$ cat src/rtl/tinyriscv_wb_pkg.sv
// Shared definitions for the tinyriscv Wishbone loader: register map,
// field positions, error word and FSM state encoding.
package tinyriscv_wb_pkg;

  localparam logic [23:0] OFF_CTRL    = 24'h00_0000;
  localparam logic [23:0] OFF_STATUS  = 24'h00_0004;
  localparam logic [23:0] OFF_SCRATCH = 24'h00_0008;

  // Address bit that steers an access into the instruction-memory window
  localparam int MEM_WIN_BIT = 20;

  localparam int CTRL_HOLD_BIT = 0;
  localparam int STAT_TO_BIT   = 0;
  localparam int STAT_BUSY_BIT = 1;

  // Returned on a memory access that never completed
  localparam logic [31:0] ERR_WORD = 32'hDEAD_BEEF;

  typedef enum logic [1:0] {
    ST_IDLE  = 2'd0,
    ST_MREQ  = 2'd1,
    ST_MRESP = 2'd2,
    ST_ACK   = 2'd3
  } state_e;

  // Byte-lane merge of write data into an existing word
  function automatic logic [31:0] apply_sel(input logic [31:0] old_w,
                                            input logic [31:0] new_w,
                                            input logic [3:0]  sel);
    logic [31:0] res;
    res = old_w;
    for (int b = 0; b < 4; b++) begin
      if (sel[b]) res[8*b +: 8] = new_w[8*b +: 8];
    end
    return res;
  endfunction

endpackage

$ cat src/rtl/tinyriscv_wb_regs.sv
// Control/status/scratch registers of the loader. Writes are applied on the
// clock edge that accepts the bus request; reads are a combinational decode
// that the top registers into the acknowledge cycle.
module tinyriscv_wb_regs
  import tinyriscv_wb_pkg::*;
(
  input  logic        clk_i,
  input  logic        rst_i,
  input  logic        wr_en_i,
  input  logic [23:0] off_i,
  input  logic [31:0] wdata_i,
  input  logic [3:0]  sel_i,
  input  logic        to_set_i,
  input  logic        busy_i,
  output logic [31:0] rdata_o,
  output logic        cpu_hold_o
);

  logic        hold_q;
  logic        to_q;
  logic [31:0] scratch_q;

  logic wr_ctrl;
  logic wr_status;
  logic wr_scratch;

  assign wr_ctrl    = wr_en_i && (off_i == OFF_CTRL);
  assign wr_status  = wr_en_i && (off_i == OFF_STATUS);
  assign wr_scratch = wr_en_i && (off_i == OFF_SCRATCH);

  // Register updates; a timeout event beats a simultaneous clear of the sticky bit
  always_ff @(posedge clk_i) begin
    if (rst_i) begin
      hold_q    <= 1'b1;
      to_q      <= 1'b0;
      scratch_q <= '0;
    end else begin
      if (wr_ctrl && sel_i[0]) hold_q <= wdata_i[CTRL_HOLD_BIT];
      if (wr_scratch) scratch_q <= apply_sel(scratch_q, wdata_i, sel_i);
      if (to_set_i) begin
        to_q <= 1'b1;
      end else if (wr_status && sel_i[0] && wdata_i[STAT_TO_BIT]) begin
        to_q <= 1'b0;
      end
    end
  end

  // Read decode; unmapped offsets read as zero
  always_comb begin
    rdata_o = '0;
    case (off_i)
      OFF_CTRL:    rdata_o[CTRL_HOLD_BIT] = hold_q;
      OFF_STATUS: begin
        rdata_o[STAT_TO_BIT]   = to_q;
        rdata_o[STAT_BUSY_BIT] = busy_i;
      end
      OFF_SCRATCH: rdata_o = scratch_q;
      default:     rdata_o = '0;
    endcase
  end

  assign cpu_hold_o = hold_q;

endmodule

$ cat src/rtl/tinyriscv_wb_loader.sv
// Wishbone classic slave that lets the management core hold the tinyriscv
// core in reset and load its instruction memory through a req/gnt/rvalid port.
module tinyriscv_wb_loader
  import tinyriscv_wb_pkg::*;
#(
  parameter logic [31:0] BASE_ADDR = 32'h3000_0000,
  parameter int          MEM_AW    = 12,
  parameter int          TIMEOUT   = 255
) (
  input  logic              wb_clk_i,
  input  logic              wb_rst_i,
  input  logic              wbs_cyc_i,
  input  logic              wbs_stb_i,
  input  logic              wbs_we_i,
  input  logic [3:0]        wbs_sel_i,
  input  logic [31:0]       wbs_adr_i,
  input  logic [31:0]       wbs_dat_i,
  output logic              wbs_ack_o,
  output logic [31:0]       wbs_dat_o,
  output logic              mem_req_o,
  output logic              mem_we_o,
  output logic [3:0]        mem_be_o,
  output logic [MEM_AW-1:0] mem_addr_o,
  output logic [31:0]       mem_wdata_o,
  input  logic              mem_gnt_i,
  input  logic              mem_rvalid_i,
  input  logic [31:0]       mem_rdata_i,
  output logic              cpu_rst_o
);

  // Counter only has to reach TIMEOUT-1: the cycle that would make it
  // TIMEOUT is the one that fires the error completion.
  localparam int              CW      = (TIMEOUT < 2) ? 1 : $clog2(TIMEOUT);
  localparam logic [CW-1:0]   TO_LAST = CW'(TIMEOUT - 1);

  state_e            state_q;
  logic              ack_q;
  logic [31:0]       dat_q;
  logic              mem_req_q;
  logic              mem_we_q;
  logic [3:0]        mem_be_q;
  logic [MEM_AW-1:0] mem_addr_q;
  logic [31:0]       mem_wdata_q;
  logic [CW-1:0]     cnt_q;
  logic              lost_q;

  logic        sel_hit;
  logic        mem_hit;
  logic        reg_hit;
  logic        reg_wr;
  logic        in_mem;
  logic        abort_evt;
  logic        done_evt;
  logic        to_evt;
  logic        lost_now;
  logic [31:0] reg_rdata;
  logic        cpu_hold;

  assign sel_hit  = wbs_cyc_i && wbs_stb_i && (wbs_adr_i[31:24] == BASE_ADDR[31:24]);
  assign mem_hit  = sel_hit && wbs_adr_i[MEM_WIN_BIT];
  assign reg_hit  = sel_hit && !wbs_adr_i[MEM_WIN_BIT];
  assign reg_wr   = (state_q == ST_IDLE) && reg_hit && wbs_we_i;

  assign in_mem    = (state_q == ST_MREQ) || (state_q == ST_MRESP);
  assign abort_evt = (state_q == ST_MREQ) && !wbs_cyc_i;
  assign done_evt  = ((state_q == ST_MREQ) && mem_gnt_i) ||
                     ((state_q == ST_MRESP) && mem_rvalid_i);
  // Completion in the last allowed cycle still counts as a normal completion
  assign to_evt    = in_mem && !abort_evt && !done_evt && (cnt_q == TO_LAST);
  // Once the initiator walks away during the read phase, the result is discarded
  assign lost_now  = lost_q || !wbs_cyc_i;

  tinyriscv_wb_regs u_regs (
    .clk_i      (wb_clk_i),
    .rst_i      (wb_rst_i),
    .wr_en_i    (reg_wr),
    .off_i      (wbs_adr_i[23:0]),
    .wdata_i    (wbs_dat_i),
    .sel_i      (wbs_sel_i),
    .to_set_i   (to_evt),
    .busy_i     (in_mem),
    .rdata_o    (reg_rdata),
    .cpu_hold_o (cpu_hold)
  );

  // Bus/memory sequencing FSM with registered bus and memory-port outputs
  always_ff @(posedge wb_clk_i) begin
    if (wb_rst_i) begin
      state_q     <= ST_IDLE;
      ack_q       <= 1'b0;
      dat_q       <= '0;
      mem_req_q   <= 1'b0;
      mem_we_q    <= 1'b0;
      mem_be_q    <= '0;
      mem_addr_q  <= '0;
      mem_wdata_q <= '0;
      cnt_q       <= '0;
      lost_q      <= 1'b0;
    end else begin
      case (state_q)
        ST_IDLE: begin
          ack_q  <= 1'b0;
          dat_q  <= '0;
          cnt_q  <= '0;
          lost_q <= 1'b0;
          if (mem_hit) begin
            state_q     <= ST_MREQ;
            mem_req_q   <= 1'b1;
            mem_we_q    <= wbs_we_i;
            mem_be_q    <= wbs_sel_i;
            mem_addr_q  <= wbs_adr_i[MEM_AW+1:2];
            mem_wdata_q <= wbs_dat_i;
          end else if (reg_hit) begin
            state_q <= ST_ACK;
            ack_q   <= 1'b1;
            dat_q   <= wbs_we_i ? 32'h0 : reg_rdata;
          end
        end

        ST_MREQ: begin
          if (abort_evt) begin
            mem_req_q <= 1'b0;
            state_q   <= ST_IDLE;
          end else if (mem_gnt_i) begin
            mem_req_q <= 1'b0;
            if (mem_we_q) begin
              state_q <= ST_ACK;
              ack_q   <= 1'b1;
              dat_q   <= '0;
            end else begin
              state_q <= ST_MRESP;
              cnt_q   <= cnt_q + CW'(1);
            end
          end else if (to_evt) begin
            mem_req_q <= 1'b0;
            state_q   <= ST_ACK;
            ack_q     <= 1'b1;
            dat_q     <= ERR_WORD;
          end else begin
            cnt_q <= cnt_q + CW'(1);
          end
        end

        ST_MRESP: begin
          if (mem_rvalid_i) begin
            if (lost_now) begin
              state_q <= ST_IDLE;
            end else begin
              state_q <= ST_ACK;
              ack_q   <= 1'b1;
              dat_q   <= mem_rdata_i;
            end
          end else if (to_evt) begin
            if (lost_now) begin
              state_q <= ST_IDLE;
            end else begin
              state_q <= ST_ACK;
              ack_q   <= 1'b1;
              dat_q   <= ERR_WORD;
            end
          end else begin
            cnt_q  <= cnt_q + CW'(1);
            lost_q <= lost_now;
          end
        end

        ST_ACK: begin
          ack_q   <= 1'b0;
          dat_q   <= '0;
          state_q <= ST_IDLE;
        end

        default: begin
          ack_q   <= 1'b0;
          dat_q   <= '0;
          state_q <= ST_IDLE;
        end
      endcase
    end
  end

  assign wbs_ack_o   = ack_q;
  assign wbs_dat_o   = dat_q;
  assign mem_req_o   = mem_req_q;
  assign mem_we_o    = mem_we_q;
  assign mem_be_o    = mem_be_q;
  assign mem_addr_o  = mem_addr_q;
  assign mem_wdata_o = mem_wdata_q;
  assign cpu_rst_o   = cpu_hold || wb_rst_i;

endmodule

$ cat config.mk
export PLATFORM = sky130hd
export DESIGN_NAME = tinyriscv_wb_loader
export DESIGN_NICKNAME = d
export VERILOG_FILES = /design/src/rtl/tinyriscv_wb_pkg.sv /design/src/rtl/tinyriscv_wb_regs.sv /design/src/rtl/tinyriscv_wb_loader.sv
export SDC_FILE = /design/constraint.sdc
export NUM_CORES = 1
export LEC_CHECK = 0
export ABC_AREA = 1
export BUFFER_PORTS_ARGS = -buffer_cell sky130_fd_sc_hd__buf_4
export CORE_MARGIN = 3
export CORE_UTILIZATION = 35
export DETAILED_ROUTE_END_ITERATION = 8
export SLEW_MARGIN = 25
export SYNTH_ARGS = -nofsm -noshare
export SYNTH_HDL_FRONTEND = slang
export SYNTH_SLANG_ARGS = --single-unit
$ cat constraint.sdc
create_clock -name wb_clk_i -period 1.9 [get_ports wb_clk_i]
set_clock_uncertainty 0.2 [all_clocks]
set_input_delay 0.285 -clock wb_clk_i [delete_from_list [all_inputs] [get_ports wb_clk_i]]
set_output_delay 0.285 -clock wb_clk_i [all_outputs]
set_load 0.02 [all_outputs]
# Word level (Yosys, flattened, before mapping)
# Index checks and enable logic that the tools add are counted.
[totals]
ff_bits = 128
wordCells = 129
[op_classes]
muxes = 51
eq_ne = 18
n_addsub = 1
n_reduce_logical = 43
[op_table]
columns = ["operator", "count"]
rows = [
  ["$mux 32", 11],
  ["$pmux 32 s4", 1],
  ["$mux 8", 5],
  ["$mux 30", 1],
  ["$eq 24x3->1 const B", 1],
  ["$eq 24x4->1 const B", 1],
  ["$logic_not 24->1", 1],
  ["$pmux 8 s3", 1],
  ["$logic_and 1x1->1", 18],
  ["$mux 1", 18],
  ["$mux 2", 8],
  ["$ne 3x3->1 const B", 5],
  ["$ne 2x2->1 const B", 5],
  ["$reduce_and 2->1", 5],
  ["$reduce_and 3->1", 3],
  ["$add 8x1->8 const B", 1],
  ["$eq 8x6->1 const B", 1],
  ["$eq 8x8->1 const B", 1],
  ["$pmux 2 s4", 1],
  ["$reduce_and 4->1", 2],
  ["$pmux 1 s2", 3],
  ["$reduce_bool 2->1", 3],
  ["$reduce_and 5->1", 1],
  ["$eq 2x2->1 const B", 2],
  ["8 further kinds", 14],
]

# Depth between registers and ports, before layout
# Gate-level depths: netlist of run 1.
[logic_depth]
ltp_word = 10
mapped_depth = 17

# Hierarchy
# From an unflattened synthesis of run 1, not the netlist that was laid out.
[unflattened]
hier_cells = 1173
hier_area_um2 = 7468.4
[by_module_without_submodules]
columns = ["module", "area_each_um2", "seq_area_each_um2", "cells_per_inst", "n_inst"]
rows = [
  ["tinyriscv_wb_loader", 5497.8, 1881.8, 856, 1],
  ["tinyriscv_wb_regs", 1970.6, 680.7, 317, 1],
]

# Worst setup path before layout of run 1
# Ideal clock, no wire load.
[synth_path]
path_kind = "register to register"
startpoint = "register state_q[1]"
endpoint = "register dat_q[22], in the netlist wbs_dat_o[22]"
t_arrival_ns = 1.712
path_slack_ns = -0.123
setup_time_ns = 0.112
path_stages_with_launch = 16
n_path_buf = 3
cell_sequence = "dfxtp_1 inv_1 ha_1 buf_6 nand2_1 nand2_1 nor2_4 nand2_4 nand2_1 nand2_1 nand2_2 nand2_2 buf_6 buf_2 nor2_1 nor2_1"
[synth_via]
elab_chain_cells = 8
elab_cells_between_ends = 21
[synth_lines]
columns = ["element", "line", "rtl"]
rows = [
  ["from (decl)", "tinyriscv_wb_loader.sv:36", "state_e state_q;"],
  ["from (signal assigned)", "tinyriscv_wb_loader.sv:89", "state_q <= ST_IDLE;"],
  ["from (signal assigned)", "tinyriscv_wb_loader.sv:107", "state_q <= ST_MREQ;"],
  ["from (signal assigned)", "tinyriscv_wb_loader.sv:114", "state_q <= ST_ACK;"],
  ["$eq 2x1->1 / $eq 2x2->1 (equally long branches)", "n/a", ""],
  ["$logic_and 1x1->1, on equally long branches", "tinyriscv_wb_loader.sv:65, tinyriscv_wb_loader.sv:66, tinyriscv_wb_loader.sv:67", ""],
  ["$logic_not 1->1 / $logic_or 1x1->1 (equally long branches)", "tinyriscv_wb_loader.sv:69, tinyriscv_wb_loader.sv:66", ""],
  ["$logic_and 1x1->1 / $logic_not 1->1 (equally long branches)", "tinyriscv_wb_loader.sv:69", "assign to_evt = in_mem && !abort_evt && !done_evt && (cnt_q == TO_LAST);"],
  ["$logic_and 1x1->1 (2 in series)", "tinyriscv_wb_loader.sv:69", ""],
  ["$ne 3x3->1 (no source line)", "n/a", ""],
  ["$reduce_and 5->1 (no source line)", "n/a", ""],
  ["to (signal assigned)", "tinyriscv_wb_loader.sv:116", "dat_q <= wbs_we_i ? 32'h0 : reg_rdata;"],
  ["to (signal assigned)", "tinyriscv_wb_loader.sv:151", "dat_q <= mem_rdata_i;"],
  ["to (decl)", "tinyriscv_wb_loader.sv:38", "logic [31:0] dat_q;"],
]
# Parallel ways exist; a longest one is shown, timed or not.
# A chain may end at the register's enable or synchronous reset.

# Worst setup path in the final report of run 1
[layout_path]
startpoint = "register state_q[1]"
endpoint = "register dat_q[28], in the netlist wbs_dat_o[28]"
# Same word-level chain as after synthesis.

==> results of run 1 <==
cell type report:
class                           count  area share
Multi-Input combinational cell    608      0.3299
Timing Repair Buffer              304      0.2632
Sequential cell                   128      0.2630
Inverter                          147     0.05723
Clock buffer                       22     0.04647
Tap cell                          225     0.02881
Clock inverter                      9     0.01139
logic make-up after synthesis:
| group | synth area share |
|---|---|
| and+or+nand+nor | 0.3191 |
| buffers and inverters | 0.1302 |
| AOI/OAI and AO/OA | 0.1298 |
| DFF | 0.4057 |
| adders and majority gates | 0.01387 |
| xor gates and xnor gates | 0.001387 |
power by group:
part | leakage [uW] | switching [uW] | internal [uW]
clock network | 0.000270 | 1220 | 1960
registers | 0.00104 | 187 | 3010
logic | 0.00323 | 2490 | 1900
placed cells by master, fill, tap and decap left out, types with 4 or more instances in the layout:
cell,netlist,layout
inv_1,140,135
buf_12,0,7
ha_4,0,4
nor2_4,5,8
a211oi_1,50,44
nor2_1,214,208
a21oi_1,11,9
nand4_1,9,9
buf_4,2,238
o21ai_1,29,33
a211oi_2,0,6
nand3_1,26,21
nor2_2,1,5
nand3_2,3,8
nand2_2,17,22
nand2_1,170,161
dlygate4sd3_1,0,50
clkbuf_1,24,4
o21ai_0,37,30
dfxtp_1,128,126
buf_6,12,6
nand2_4,3,6
clkbuf_16,0,19
nand3_4,4,8
inv_2,5,8
layer usage:
| layer | track usage | vias up |
|---|---|---|
| li1 | - | 3440 |
| met1 | 0.2545 | 2951 |
| met5 | 0 | - |
| met3 | 0.04404 | 24 |
| met2 | 0.3211 | 162 |
| met4 | 0.06833 | 0 |
path summary, 6_finish.rpt:
kind	from	end	cells after the start	slack [ns]
max	state_q[1]	wbs_dat_o[28]	12	-0.06
min	mem_rdata_i[22]	wbs_dat_o[22]	5	0.02
max reg2reg	state_q[1]	wbs_dat_o[28]	12	-0.06
min reg2reg	mem_wdata_o[20]	mem_wdata_o[20]	2	0.26
state kept, by name, indices dropped and copies added, names as in the netlist, 2 cells and up:
signal            cells
mem_wdata_o          32
mem_be_o              4
mem_addr_o           12
wbs_dat_o            32
u_regs.scratch_q     32
state_q               2
cnt_q                 8
repair_timing:
item | 4_1_cts | 5_1_grt
hold endpoints to repair | 83 | 0
resized for setup | 6 | 61
hold buffers | 50 | 0
setup buffers | 1 | 11
setup endpoints to repair | 36 | 107
cloned | 0 | 7
pin swaps | 1 | 16
Yosys cell counts, types with 2 or more instances:
cell type and instances:
nand3_2 3, inv_2 5, a211oi_1 50, o211a_1 2, o21ai_0 37, nor2_1 214, inv_1 140, ha_1 7
nor3_1 3, nand4_1 9, a21oi_1 11, clkbuf_1 24, buf_2 6, nor2_4 5, buf_4 2, nand3_4 4
nand2_2 17, nand3_1 26, nand2_4 3, buf_6 12, dfxtp_1 128, nor2_8 2, nand2_1 170, o21ai_1 29
clkinv_1 2
through the flow:
stage               total power [uW]  setup WS (ns)  setup TNS [ns]  area, um^2    util
detailed placement              7044        -0.1006          -3.177        8268  0.4731
global route                   11430        -0.2060          -6.281        9773  0.5592
floorplan                       5614       -0.02213         -0.3746        6367       -
CTS                            10400       -0.06723          -1.647        9356  0.5354
finish                         10770       -0.06412         -0.9720        9773  0.5592
global placement                7007       -0.08841          -1.349        8268  0.4731
worst max-delay path, stage by stage (launching register included):
cell	delay, ns
dfxtp_4	0.38
inv_4	0.04
buf_4	0.14
buf_4	0.14
ha_4	0.17
inv_1	0.08
nand2_1	0.12
inv_2	0.09
buf_12	0.16
o21ai_0	0.10
o21ai_1	0.10
nor2_1	0.07
nor2_1	0.09
==> flow_summary.ini, run 1 <==
[status]
status = finished, violations left
violations = setup timing

[floorplanning]
die_h_um = 140.3
die_w_um = 140.3
core_area_um2 = 17480
die-area_um2 = 19690
start_util = 0.3614
io-pin-count = 191
num_rows = 48

[timing]
max_slew.worst_pin.slew_ns = 0.3208
hold_viol = 0
maxSlewHeadroom = 0.7861
rsz0062_at_grt = yes
whs_ns = 0.01896
fin_crit_ns = 1.964
drv_slew = 0
worst_slack_ns = -0.06412
timing.fmax_mhz = 509.1
setup-violations-final = 32
finalCritPeriodShare = 1.034

[critical_path]
cp.required_ns = 2.05
cp-start-kind = flip-flop
arrival_ns = 2.12
critPathMaxFanout = 23
crit_path_end_kind = flip-flop
path_class = flip-flop to flip-flop

[routing]
wl_per_cell_um = 14.83
dr_wl_met2_mm = 10.13
drc_errors = 0
drt-total-wl_mm = 21.40
dr_wl_met3_mm = 1.151
ant_nets = 0
viasPerCell = 4.558
initialDrtViolationCount = 434
vias = 6577
top_layer = met4
drt-met1-wl_mm = 9.744
dr.pass1.iters = 5

[synthesis]
yosysWarnings = 0
synth-seq-cells = 128
synth_top_area_frac = 0.4057
synth_top_area_cell = dfxtp_1
yosysSeqAreaShare = 0.4057
synth_area_um2 = 6316
yosys_most_used_dff = dfxtp_1
syn_nets = 1036
synth_edf_count = 0
synthArstFlopShare = 0
synth.distinct_cells = 36
syn_inst = 922
synth_top_cells_by_area = dfxtp_1 (41%), nor2_1 (13%), nand2_1 (10%)
avgSynthCellArea_um2 = 6.850

[global_routing]
antenna_found_initial = 0
grt_usage = 0.1960
grt_max_degree = 60
gr-total-overflow = 0
grt_pass1_vias = 6209
grt_pass1_wl_mm = 31.17

[cts]
cts_buffers = 17
clockBufferDepth = 2
clock_sinks = 128
clk_latency_ns = 0.41
clkTransAtPathRegs_ns = 0.06
cts_max_level = 4
cts_tree = done
cts-root-buf = clkbuf_16

[final_layout]
nFillCells = 1642
seqCellArea_um2 = 2570
diodes = 0
fin_cells = 1443
multi_input_area_um2 = 3224
nets = 1320
area_growth_pct = 54.73
drive_above_1_share = 0.3062

[place]
io_buffers = 190
routabilityCongestion = 0.8175
place_hpwl_mm = 13.43
dpl.cell_count = 1343

[hold_path]
hold_path.class = primary input to flip-flop

[run]
maxCapViolCount = 0

[power_and_ir_drop]
leakagePower_uw = 0.004536
p_per_area_nw_per_um2 = 1102
vdd_drop_max_mv = 0.6836
Note: power is estimated with default switching activity, not from simulation.
==> run 2: changes to the inputs <==
- CELL_PAD_IN_SITES_DETAIL_PLACEMENT: default -> 0
- CELL_PAD_IN_SITES_GLOBAL_PLACEMENT: default -> 1
- CORE_UTILIZATION: 35 -> 32
- PLACE_DENSITY_LB_ADDON: default -> 0.15
==> flow_summary.ini, run 2 (synthesis gave the netlist of run 1 again) <==
[critical_path]
arrival_ns = 2.14
crit_path_end_kind = flip-flop
cp.required_ns = 2.01
cp-start-kind = flip-flop
rr_worst_depth = 12
r2r_end = wbs_dat_o[11]
r2r_slack_ns = -0.12
critPathMaxFanout = 30
path_class = flip-flop to flip-flop
r2r-start = state_q[0]

[routing]
wl_per_cell_um = 14.77
drt-total-wl_mm = 21.90
initialDrtViolationCount = 318
vias = 6482
drc_errors = 0
viasPerCell = 4.374
dr.pass1.iters = 4
ant_nets = 0

[global_routing]
grt_max_degree = 63
antenna_found_initial = 0
grt_use_met1 = 0.2412
grt_pass1_vias = 6268
grt_use_met3 = 0.05556
gr-total-overflow = 0
top_usage_layer = met2
grt_usage = 0.1858
grt_pass1_wl_mm = 32.47
grtUsageMet2 = 0.3049

[hold_path]
hold_depth = 4
worstHoldStart = wb_rst_i
min_to = wbs_dat_o[0]
hold_path.class = primary input to flip-flop

[timing]
hold_viol = 0
setup-violations-final = 33
timing.fmax_mhz = 493.8
whs_ns = 0.0005922
maxSlewHeadroom = 0.7476
fin_crit_ns = 2.025
drv_slew = 0
rsz0062_at_grt = yes
finalCritPeriodShare = 1.066
worst_slack_ns = -0.1250
max_slew.worst_pin.slew_ns = 0.3787

[final_layout]
multi_input_area_um2 = 3258
layout_common_cells = buf_4 (236), nor2_1 (204), nand2_1 (147), inv_1 (133), dfxtp_1 (126)
seqCellArea_um2 = 2570
diodes = 0
design_area_um2 = 10030
nets = 1323
layout_commonest_cell = buf_4
fin_cells = 1482
drive_above_1_share = 0.3224
nFillCells = 1937
area_growth_pct = 58.87

[place]
io_buffers = 190
place_hpwl_mm = 13.58
dpl.cell_count = 1375
placed_cell_area_um2 = 8302
routabilityCongestion = 0.8015

[status]
status = finished, violations left
violations = setup timing

[floorplanning]
die-area_um2 = 21460
core_area_um2 = 19020
num_rows = 50
die_h_um = 146.5
die_w_um = 146.5
start_util = 0.3321
io-pin-count = 191

[power_and_ir_drop]
p_per_area_nw_per_um2 = 1148
leakagePower_uw = 0.004629
vdd_drop_max_mv = 0.6381

[cts]
cts_tree = done
clock_sinks = 128
clockBufferDepth = 2
clkTransAtPathRegs_ns = 0.06
clk_latency_ns = 0.42
cts_buffers = 17
cts-root-buf = clkbuf_16
cts_max_level = 4

[run]
maxCapViolCount = 0
==> run 2: through the flow <==
step | setup slack, ns | util | power [uW] | setup TNS, ns
CTS | -0.1046 | 0.5035 | 10980 | -2.681
floorplan | -0.02213 | - | 5614 | -0.3746
finish | -0.1250 | 0.5276 | 11520 | -3.016
global placement | -0.1141 | 0.4365 | 7046 | -3.266
global route | -0.2492 | 0.5276 | 12270 | -6.948
detailed placement | -0.1186 | 0.4365 | 7024 | -3.786
==> run 2: how the worst max path moves through the flow <==
stage | cells after the start | startpoint | to
floorplan | 16 | state_q[1] | wbs_dat_o[22]
global placement | 10 | wbs_adr_i[4] | u_regs.scratch_q[13]
detailed placement | 10 | wbs_adr_i[4] | u_regs.scratch_q[18]
CTS | 13 | state_q[1] | wbs_dat_o[0]
global route | 13 | state_q[1] | wbs_dat_o[3]
finish | 12 | state_q[0] | wbs_dat_o[11]
==> run 2: per-layer routing <==
layer | vias up | routed length [um]
met4 | 0 | 221
met5 | - | 0
li1 | 3456 | -
met3 | 18 | 1131
met2 | 146 | 10260
met1 | 2862 | 10280
==> run 2: area by class of cell <==
class	instances	area share
well taps	260	0.03242
multi-input cells	607	0.3247
clock inverters	14	0.01771
flip-flops and latches	128	0.2561
inverters	147	0.05648
repair buffers	308	0.2688
clock buffers	18	0.04377
==> run 2: critical path, stage by stage (launching register included) <==
cell     delay, ns
dfxtp_4       0.36
inv_4         0.08
ha_4          0.15
inv_2         0.05
nand2_4       0.08
nand3_2       0.06
nor2_1        0.10
nand2_1       0.11
a21oi_4       0.22
nand2_8       0.12
buf_12        0.19
nor2_1        0.12
nor2_1        0.05
==> run 2: where the power goes <==
group / total (uW) / internal [uW] / switching, uW / leakage [uW]
Sequential: 3190 / 3010 / 182 / 0.00104
Combinational: 4870 / 2170 / 2690 / 0.00329
Clock: 3460 / 2120 / 1340 / 0.000302
==> run 2: timing repair <==
action                                  4_1_cts  5_1_grt
endpoints found under the hold margin        86        0
endpoints found under the setup margin       36      105
gates resized for setup                      20       77
hold buffers                                 52        0
pin swaps                                     7       36
gates cloned                                  1        9
buffers inserted                              6        8
==> run 3: changes to the inputs <==
- CORE_UTILIZATION: 32 -> 33
- CTS_BUF_LIST: default -> sky130_fd_sc_hd__clkbuf_4
==> flow_summary.ini, run 3 (synthesis gave the netlist of run 1 again) <==
[status]
status = finished, violations left
violations = setup timing

[global_routing]
grt_max_degree = 43
grt_usage = 0.1916
grt_pass1_wl_mm = 31.82
gr-total-overflow = 0
grt_use_met3 = 0.04464
top_usage_layer = met2
antenna_found_initial = 1
grt_use_met1 = 0.2479
grtUsageMet2 = 0.3204
grt_pass1_vias = 6447

[critical_path]
critPathMaxFanout = 7
worstSetupStartpoint = state_q[1]
cp.required_ns = 2.16
r2r_slack_ns = -0.24
rr_worst_depth = 13
path_class = flip-flop to flip-flop
cp-start-kind = flip-flop
crit_end = wbs_dat_o[29]
r2r_end = wbs_dat_o[29]
arrival_ns = 2.40
crit_path_end_kind = flip-flop
r2r-start = state_q[1]

[power_and_ir_drop]
vdd_drop_max_mv = 0.4584
pwr-share-comb = 0.499
p_per_area_nw_per_um2 = 1067
p_sw_frac = 0.3924
p_clk_frac = 0.208
pwr-share-seq = 0.292
switchingPower_uw = 4280
internal-power_uw = 6628
leakagePower_uw = 0.004749

[timing]
rsz0062_at_grt = yes
setup-violations-final = 40
worst_slack_ns = -0.2407
fin_crit_ns = 2.141
fin_setup_tns_ns = -7.440
maxSlewHeadroom = 0.7429
finalCritPeriodShare = 1.127
hold_viol = 0
drv_slew = 0
timing.fmax_mhz = 467.1
max_slew.worst_pin.slew_ns = 0.3856

[floorplanning]
start_util = 0.3434
num_rows = 49
die_w_um = 144.3
die_h_um = 144.3
io-pin-count = 191
die-area_um2 = 20840
core_area_um2 = 18390

[place]
io_buffers = 190
routabilityCongestion = 0.8206
place_hpwl_mm = 13.81

[routing]
drc_errors = 0
wl_per_cell_um = 14.47
ant_nets = 0
dr.pass1.iters = 5
drt-total-wl_mm = 21.67
vias = 6697
viasPerCell = 4.474
initialDrtViolationCount = 342

[hold_path]
hold_path.class = primary input to flip-flop

[final_layout]
post-route-util = 0.5559
layout_common_cells = buf_4 (242), nor2_1 (188), nand2_1 (145), inv_1 (134), dfxtp_1 (125)
area_growth_pct = 61.87
drive_above_1_share = 0.3275
nets = 1368
layout_commonest_cell = buf_4

[cts]
clockBufferDepth = 2
clock_sinks = 128
cts-root-buf = clkbuf_4
cts_buffers = 17
cts_max_level = 4
clk_latency_ns = 0.57
clkTransAtPathRegs_ns = 0.12
cts_tree = done

[run]
maxCapViolCount = 0
run 3: per-layer routing:
metal	wire length [um]	vias up
li1	-	3559
met5	0	-
met4	240	0
met2	10350	156
met3	1109	16
met1	9971	2966
run 3: critical path, stage by stage (launching register included):
cell and delay, ns:
dfxtp_4 0.39, inv_4 0.06, ha_4 0.18, inv_4 0.04, nand2_4 0.07, nand3_2 0.07
nor2_2 0.15, nand2_2 0.10, a21oi_4 0.23, nand2_8 0.08, buf_12 0.16, clkbuf_16 0.16
nor2_1 0.09, nor2_1 0.05
run 3: final cells by class:
cell class | instances | area (um^2)
Sequential cell | 128 | 2571
Antenna cell | 1 | 2.502
Clock inverter | 14 | 200.2
Clock buffer | 18 | 135.1
Tap cell | 229 | 286.5
Fill cell | 1820 | 8169
Inverter | 147 | 559.3
Multi-Input combinational cell | 606 | 3286
Timing Repair Buffer | 354 | 3183
run 3: power by group through the flow:
stage	clock (uW)	sequential [uW]	combinational [uW]
after floorplan	0	3560	2060
after global placement	0	3230	3860
after detailed placement	0	3240	3850
after CTS	2330	3190	4290
after global routing	2440	3230	5950
final	2270	3190	5450
run 3: what timing repair did:
item                                    CTS  global route
gates resized for setup                  19            84
endpoints found under the setup margin   40            93
hold buffers                             86             0
endpoints found under the hold margin   117             0
pin swaps                                 2            42
setup buffers                             2            14
cloned                                    1             8
run 3: worst min-delay path by stage:
stage / from / end / slack (ns) / cells after the start
detailed placement: mem_wdata_o[30] / mem_wdata_o[30] / 0.24 / 2
CTS: wbs_adr_i[26] / wbs_dat_o[0] / 0.05 / 10
global route: wb_rst_i / cnt_q[1] / 0.07 / 3
finish: wb_rst_i / cnt_q[1] / 0.06 / 3
floorplan: wbs_dat_i[0] / u_regs.scratch_q[0] / 0.22 / 2
global placement: mem_be_o[3] / mem_be_o[3] / 0.25 / 2
run 3: through the flow:
step	power, uW	setup WS [ns]	hold slack, ns	std cells	area [um^2]
3_3_place_gp	7087	-0.1241	0.2457	1354	8388
2_1_floorplan	5614	-0.02213	0.2199	922	6367
6_report	10910	-0.2407	0.06195	1497	10220
3_5_place_dp	7081	-0.1208	0.2447	1354	8388
4_1_cts	9810	-0.09003	0.04994	1475	9687
5_1_grt	11620	-0.3202	0.06594	1497	10220
